===== src/rtl/pipe_scoreboard.sv =====
// Register scoreboard and issue/stall controller at ID: per-register latency countdowns,
// RAW/WAW/MUL-structural hazard detection, and a saturating stall counter.

module scb_cnt #(
  parameter int CNT_WIDTH = 3
) (
  input  logic                 clk,
  input  logic                 rst,
  input  logic                 set,
  input  logic [CNT_WIDTH-1:0] set_val,
  output logic [CNT_WIDTH-1:0] cnt
);
  // A new issue overrides the countdown of the same cycle.
  always_ff @(posedge clk or posedge rst) begin
    if (rst)              cnt <= '0;
    else if (set)         cnt <= set_val;
    else if (cnt != '0)   cnt <= cnt - 1'b1;
  end
endmodule

module pipe_scoreboard #(
  parameter int REG_DIR_WIDTH = 3,
  parameter int CNT_WIDTH     = 3,
  parameter int ALU_LAT       = 1,
  parameter int LOAD_LAT      = 2,
  parameter int MUL_LAT       = 4,
  parameter int FWD_EN        = 1,
  parameter int STALL_CNT_W   = 16
) (
  input  logic                         clk,
  input  logic                         rst,
  input  logic                         id_valid,
  input  logic [REG_DIR_WIDTH-1:0]     id_rs,
  input  logic [REG_DIR_WIDTH-1:0]     id_rt,
  input  logic                         id_use_rs,
  input  logic                         id_use_rt,
  input  logic [REG_DIR_WIDTH-1:0]     id_rd,
  input  logic                         id_reg_write,
  input  logic [1:0]                   id_unit,
  input  logic                         flush,
  output logic                         stall,
  output logic                         issue,
  output logic [2**REG_DIR_WIDTH-1:0]  busy_mask,
  output logic                         mul_busy,
  output logic [STALL_CNT_W-1:0]       stall_count
);
  localparam int NUM_REGS = 2**REG_DIR_WIDTH;
  localparam logic [CNT_WIDTH-1:0] ALU_L  = CNT_WIDTH'(ALU_LAT);
  localparam logic [CNT_WIDTH-1:0] LOAD_L = CNT_WIDTH'(LOAD_LAT);
  localparam logic [CNT_WIDTH-1:0] MUL_L  = CNT_WIDTH'(MUL_LAT);
  localparam logic [CNT_WIDTH-1:0] THR    = CNT_WIDTH'(FWD_EN != 0 ? 1 : 0);

  generate
    if (ALU_LAT < 1 || LOAD_LAT < 1 || MUL_LAT < 1) begin : g_lat_chk
      $error("pipe_scoreboard: latency parameters must be >= 1");
    end
    if ((2**CNT_WIDTH) - 1 < ALU_LAT || (2**CNT_WIDTH) - 1 < LOAD_LAT ||
        (2**CNT_WIDTH) - 1 < MUL_LAT) begin : g_cnt_chk
      $error("pipe_scoreboard: CNT_WIDTH too narrow for latencies");
    end
  endgenerate

  logic [NUM_REGS-1:0][CNT_WIDTH-1:0] cnt;
  logic [CNT_WIDTH-1:0]               mul_cnt;
  logic [CNT_WIDTH-1:0]               lat;
  logic raw_rs, raw_rt, waw, struct_hz, wr_en;

  always_comb begin
    case (id_unit)
      2'd1:    lat = LOAD_L;
      2'd2:    lat = MUL_L;
      default: lat = ALU_L;
    endcase
  end

  assign raw_rs    = id_use_rs & (id_rs != '0) & (cnt[id_rs] > THR);
  assign raw_rt    = id_use_rt & (id_rt != '0) & (cnt[id_rt] > THR);
  assign waw       = id_reg_write & (id_rd != '0) & (cnt[id_rd] > lat);
  assign struct_hz = (id_unit == 2'd2) & (mul_cnt != '0);
  assign stall     = id_valid & ~flush & (raw_rs | raw_rt | waw | struct_hz);
  assign issue     = id_valid & ~flush & ~stall;
  assign wr_en     = issue & id_reg_write & (id_rd != '0);

  // r0 is hardwired idle; every other register gets its own countdown.
  assign cnt[0]       = '0;
  assign busy_mask[0] = 1'b0;
  generate
    for (genvar r = 1; r < NUM_REGS; r++) begin : g_reg
      scb_cnt #(.CNT_WIDTH(CNT_WIDTH)) u_cnt (
        .clk     (clk),
        .rst     (rst),
        .set     (wr_en & (id_rd == REG_DIR_WIDTH'(r))),
        .set_val (lat),
        .cnt     (cnt[r])
      );
      assign busy_mask[r] = (cnt[r] != '0);
    end
  endgenerate

  scb_cnt #(.CNT_WIDTH(CNT_WIDTH)) u_mul_cnt (
    .clk     (clk),
    .rst     (rst),
    .set     (issue & (id_unit == 2'd2)),
    .set_val (MUL_L),
    .cnt     (mul_cnt)
  );
  assign mul_busy = (mul_cnt != '0);

  always_ff @(posedge clk or posedge rst) begin
    if (rst)                              stall_count <= '0;
    else if (stall && stall_count != '1)  stall_count <= stall_count + 1'b1;
  end
endmodule


===== config.mk =====
export PLATFORM = sky130hd
export DESIGN_NAME = pipe_scoreboard
export DESIGN_NICKNAME = d
export VERILOG_FILES = /design/src/rtl/pipe_scoreboard.sv
export SDC_FILE = /design/constraint.sdc
export NUM_CORES = 1
export LEC_CHECK = 0
export CORE_MARGIN = 4
export CORE_UTILIZATION = 42
export CTS_BUF_LIST = sky130_fd_sc_hd__clkbuf_4
export DETAILED_ROUTE_END_ITERATION = 6
export DONT_BUFFER_PORTS = 1
export PLACE_DENSITY_LB_ADDON = 0.25
export SYNTH_ARGS = -nofsm -noshare
export SYNTH_HDL_FRONTEND = slang
export SYNTH_SLANG_ARGS = --single-unit

===== constraint.sdc =====
create_clock -name clk -period 2.9 [get_ports clk]
set_input_delay 0.29 -clock clk [delete_from_list [all_inputs] [get_ports clk]]
set_output_delay 0.29 -clock clk [all_outputs]
set_load 0.02 [all_outputs]

==> results_tabular.tex <==
\begin{tabular}{lr}
\hline
Metric & Value \\
\hline
\multicolumn{2}{l}{\textbf{Pwr}} \\
Power per cell area & 884 nW/um\^{}2 \\
Part of the total power dissipated in combinational logic & 56.3\% \\
Internal portion of total power & 1650 uW \\
Peak supply drop & 0.416 mV \\
Net load switching power & 1220 uW \\
Switching power as a share of total power & 42.6\% \\
Cell leakage power & 0.00151 uW \\
Relative contribution of the clock network to total power & 10.0\% \\
Total power draw & 2860 uW \\
Reg power frac & 33.8\% \\
\multicolumn{2}{l}{\textbf{Floorplan}} \\
Area inside the core boundary & 6460 um\^{}2 \\
Die outline area & 8130 um\^{}2 \\
Boundary Pins & 45 \\
Chip width & 90.2 um \\
DIE HEIGHT & 90.2 um \\
Effective utilization at floorplan & 43.9\% \\
Standard-cell row count & 29 \\
\multicolumn{2}{l}{\textbf{Worst setup path}} \\
Startpoint of the worst setup timing path & g\_reg[7].u\_cnt.cnt[1]\$\_DFFE\_PP0P\_ \\
Reg2Reg Launch Point & g\_reg[7].u\_cnt.cnt[1]\$\_DFFE\_PP0P\_ \\
Arrival time at the worst endpoint & 2.69 ns \\
Slowest stage delay, CP & 0.48 ns \\
Launching element type of the critical path & register \\
Crit path max fanout & 4 \\
Critical path start-end classification & register to output port \\
WP data required & 2.61 ns \\
Library cell appearing most often on the critical path & buf\_6 \\
Gate family responsible for the most delay along the worst path & compound AO/OA/AOI/OAI gates \\
Register-to-register path setup slack & -0.03 ns \\
Buffers and inverters on the worst path & 3 \\
Number of cell instances on the worst register-to-register path & 11 \\
Critical path's slowest cell & mux4\_2 \\
Element type at the critical path end & output port \\
Crit. path cell count & 11 \\
Worst Setup EP & issue \\
Endpoint of the lowest-slack register-to-register path & g\_reg[6].u\_cnt.cnt[0]\$\_DFFE\_PP0P\_ \\
CP Cell Sequence & mux4\_2 > inv\_2 > a21oi\_2 > ha\_1 > nor2b\_1 > o21a\_1 > o21ai\_2 > o211ai\_4 > buf\_6 > nor3\_4 > buf\_6 \\
\multicolumn{2}{l}{\textbf{Placement}} \\
HPWL reported at the end of detailed placement & 4.98 mm \\
RePlAce Congestion & 0.793 \\
Worst slack at placement & 0.0140 ns \\
\# port buffers & 0 \\
Post-place instance area & 3070 um\^{}2 \\
\multicolumn{2}{l}{\textbf{Route}} \\
Via/cell ratio & 5.59 \\
DRT Wirelength & 6.46 mm \\
Detailed Route Iter0 Violations & 143 \\
DRC & 0 \\
First-pass DRT Iterations & 6 \\
Detail-routed net length per standard cell & 16.4 um \\
DR vias & 2197 \\
Remaining antenna violation count & 0 \\
\multicolumn{2}{l}{\textbf{Timing}} \\
Highest Clock Rate & 0.336 GHz \\
Total negative setup slack & -0.132 ns \\
Period utilization & 103\% \\
Setup repair after global routing missed its margin & true \\
Layout Skew & 0.00931 ns \\
Worst-margin pin slew & 0.614 ns \\
Count of endpoints failing setup in the final report & 3 \\
Final setup margin & -0.0763 ns \\
Max-slew violation total from the final report & 0 \\
Crit path time final & 2.98 ns \\
Number of hold violations in the final report & 0 \\
Max-Slew Margin vs Limit & 58.8\% \\
\multicolumn{2}{l}{\textbf{Cells and area}} \\
Leading cell types in the layout, fill and taps excluded & dfrtp\_1 (40), buf\_4 (24), inv\_1 (23), ha\_1 (23), mux2i\_1 (21) \\
Summed area of non-filler cells in the final layout & 3240 um\^{}2 \\
Final core occ & 50.2\% \\
Number of fill cells in the layout & 620 \\
Fraction of layout instances using a drive strength above 1 & 19.6\% \\
P\&R area growth vs syn & 14.2\% \\
Diode count & 0 \\
Most frequent standard cell in the layout excluding fill and tap cells & dfrtp\_1 \\
Total Nets Final & 356 \\
\multicolumn{2}{l}{\textbf{Yosys}} \\
Netlist Area Pre-Place & 2840 um\^{}2 \\
Synthesized area divided by synthesized cell count & 9.92 um\^{}2 \\
Gate count after technology mapping & 286 \\
Post-synth EDFFs & 0 \\
Primary FF master, synth & dfrtp\_1 \\
Flop and latch count out of synthesis & 40 \\
Synth Net Count & 327 \\
Syn. warnings & 0 \\
Share of synthesized flip-flops with an asynchronous set or reset & 100\% \\
Netlist cell types & 53 \\
Seq/Total Area, Yosys & 35.3\% \\
\multicolumn{2}{l}{\textbf{Outcome}} \\
Violated checks & setup timing \\
Status & finished with violations \\
\multicolumn{2}{l}{\textbf{CTS}} \\
H-tree depth & 2 \\
Clock transition at the registers of the reported paths & 0.12 ns \\
Skew-Pair Late Insertion Delay & 0.35 ns \\
Master cell of the clock root buffer & clkbuf\_4 \\
Number of sinks handled by clock tree synthesis & 40 \\
CTS tree & built \\
Number of buffers created by CTS & 5 \\
Maximum count of clock buffers along a single path & 2 \\
\multicolumn{2}{l}{\textbf{Job}} \\
Maximum capacitance violations & 0 \\
\multicolumn{2}{l}{\textbf{GRT}} \\
Remaining global-route overflow & 0 \\
Number of antenna violations at the first check in global routing & 0 \\
Number of global-route vias before repair & 2142 \\
First-pass GRT wire length & 10.7 mm \\
Gr usage total & 16.2\% \\
Maximum number of pins on one net before global-route repair & 41 \\
\multicolumn{2}{l}{\textbf{Min path}} \\
Launch instance of the worst min-delay path & id\_rd[0] \\
Worst hold path type & input port to register \\
\hline
\end{tabular}
-- Yosys cell counts, drive strengths merged, types with 2 or more instances --
cell type  count  area share, %
clkinv         2           0.26
nor3b          3           0.79
and3           3           0.66
mux4           4            3.2
dfrtp         40             35
nor3           7            1.2
nor4           2           0.88
a2111oi        4            1.4
mux2           9            3.7
clkbuf         2           0.26
o211ai         5            1.5
o2111ai        2           0.62
nor2b          4           0.88
xor2           4            1.2
or4            2           0.79
nor2          17            2.2
nand2b        12            2.6
xnor2         19            5.9
inv           24            3.2
ha            23             10
and4           2           0.62
a221oi         4            1.2
nand3          5           0.88
o21ai         16            2.8
nand2         19            2.5
buf            5            1.1
nand4          3           0.66
a21oi          6            1.1
mux2i         21            7.4
-- power by group through the flow --
stage / clock, uW / sequential, uW / combinational [uW]
3_3_place_gp: 0 / 979 / 1490
5_1_grt: 318 / 997 / 1820
6_report: 286 / 967 / 1610
4_1_cts: 298 / 971 / 1590
3_5_place_dp: 0 / 984 / 1530
2_1_floorplan: 0 / 969 / 1130
-- worst min-delay path by stage --
stage               slack, ns                           endpoint  cells after the start
floorplan                0.51  g_reg[1].u_cnt.cnt[0]$_DFFE_PP0P_                      1
global placement         0.35       u_mul_cnt.cnt[0]$_DFFE_PP0P_                      2
detailed placement       0.35       u_mul_cnt.cnt[0]$_DFFE_PP0P_                      2
CTS                      0.21  g_reg[5].u_cnt.cnt[0]$_DFFE_PP0P_                      2
global route             0.23  g_reg[4].u_cnt.cnt[0]$_DFFE_PP0P_                      2
finish                   0.23  g_reg[5].u_cnt.cnt[0]$_DFFE_PP0P_                      2
-- worst register-to-register path, stage by stage (launching register included) --
cell and delay [ns]:
dfrtp_1 0.40, mux4_2 0.48, inv_2 0.07, a21oi_2 0.05, ha_1 0.29, nor2b_1 0.14
o21a_1 0.17, o21ai_2 0.21, o211ai_4 0.11, buf_6 0.15, or4_4 0.46, mux2_4 0.31
-- metrics by stage --
| step | hold slack, ns | std cells |
|---|---|---|
| finish | 0.227 | 393 |
| global route | 0.232 | 393 |
| CTS | 0.209 | 392 |
| detailed placement | 0.347 | 379 |
| global placement | 0.348 | 379 |
| floorplan | 0.508 | 286 |
-- area by class of cell --
type	instances	area [um^2]	share of cell area (%)
multi-input cells	213	1750	54.1
flip-flops and latches	40	1000	30.9
repair buffers	29	235	7.26
inverters	26	97.6	3.01
well taps	77	96.3	2.97
clock buffers	5	37.5	1.16
clock inverters	3	18.8	0.579
-- repair_timing --
action	4_1_cts	5_1_grt
resized for setup	8	8
hold buffers	1	0
pin swaps	6	1
endpoints found under the hold margin	40	0
setup endpoints to repair	3	20
setup buffers	4	1
-- cell families after synthesis --
kind of cell / count (synthesis) / share of synthesized area, %
multiplexers: 34 / 14.3
XOR/XNOR: 23 / 7.10
buffers and inverters: 33 / 4.85
AO/OA/AOI/OAI: 49 / 12.3
flip-flops: 40 / 35.3
AND/OR/NAND/NOR: 83 / 15.9
other: 1 / 0.132
adder cells (fa/ha/maj): 23 / 10.1
-- state kept, by name (all words and copies together), names as in the netlist --
| register | count |
|---|---|
| g.u_cnt.cnt | 21 |
| u_mul_cnt.cnt | 3 |
| stall_count | 16 |
-- metal layers --
metal	up-vias	track usage (%)	routed length, um
li1	1071	-	-
met1	1080	22.3	3010
met2	41	25.7	3030
met3	5	4.01	364
met4	0	3.95	57
met5	-	0	0
Note: power is estimated with default switching activity, not from simulation.
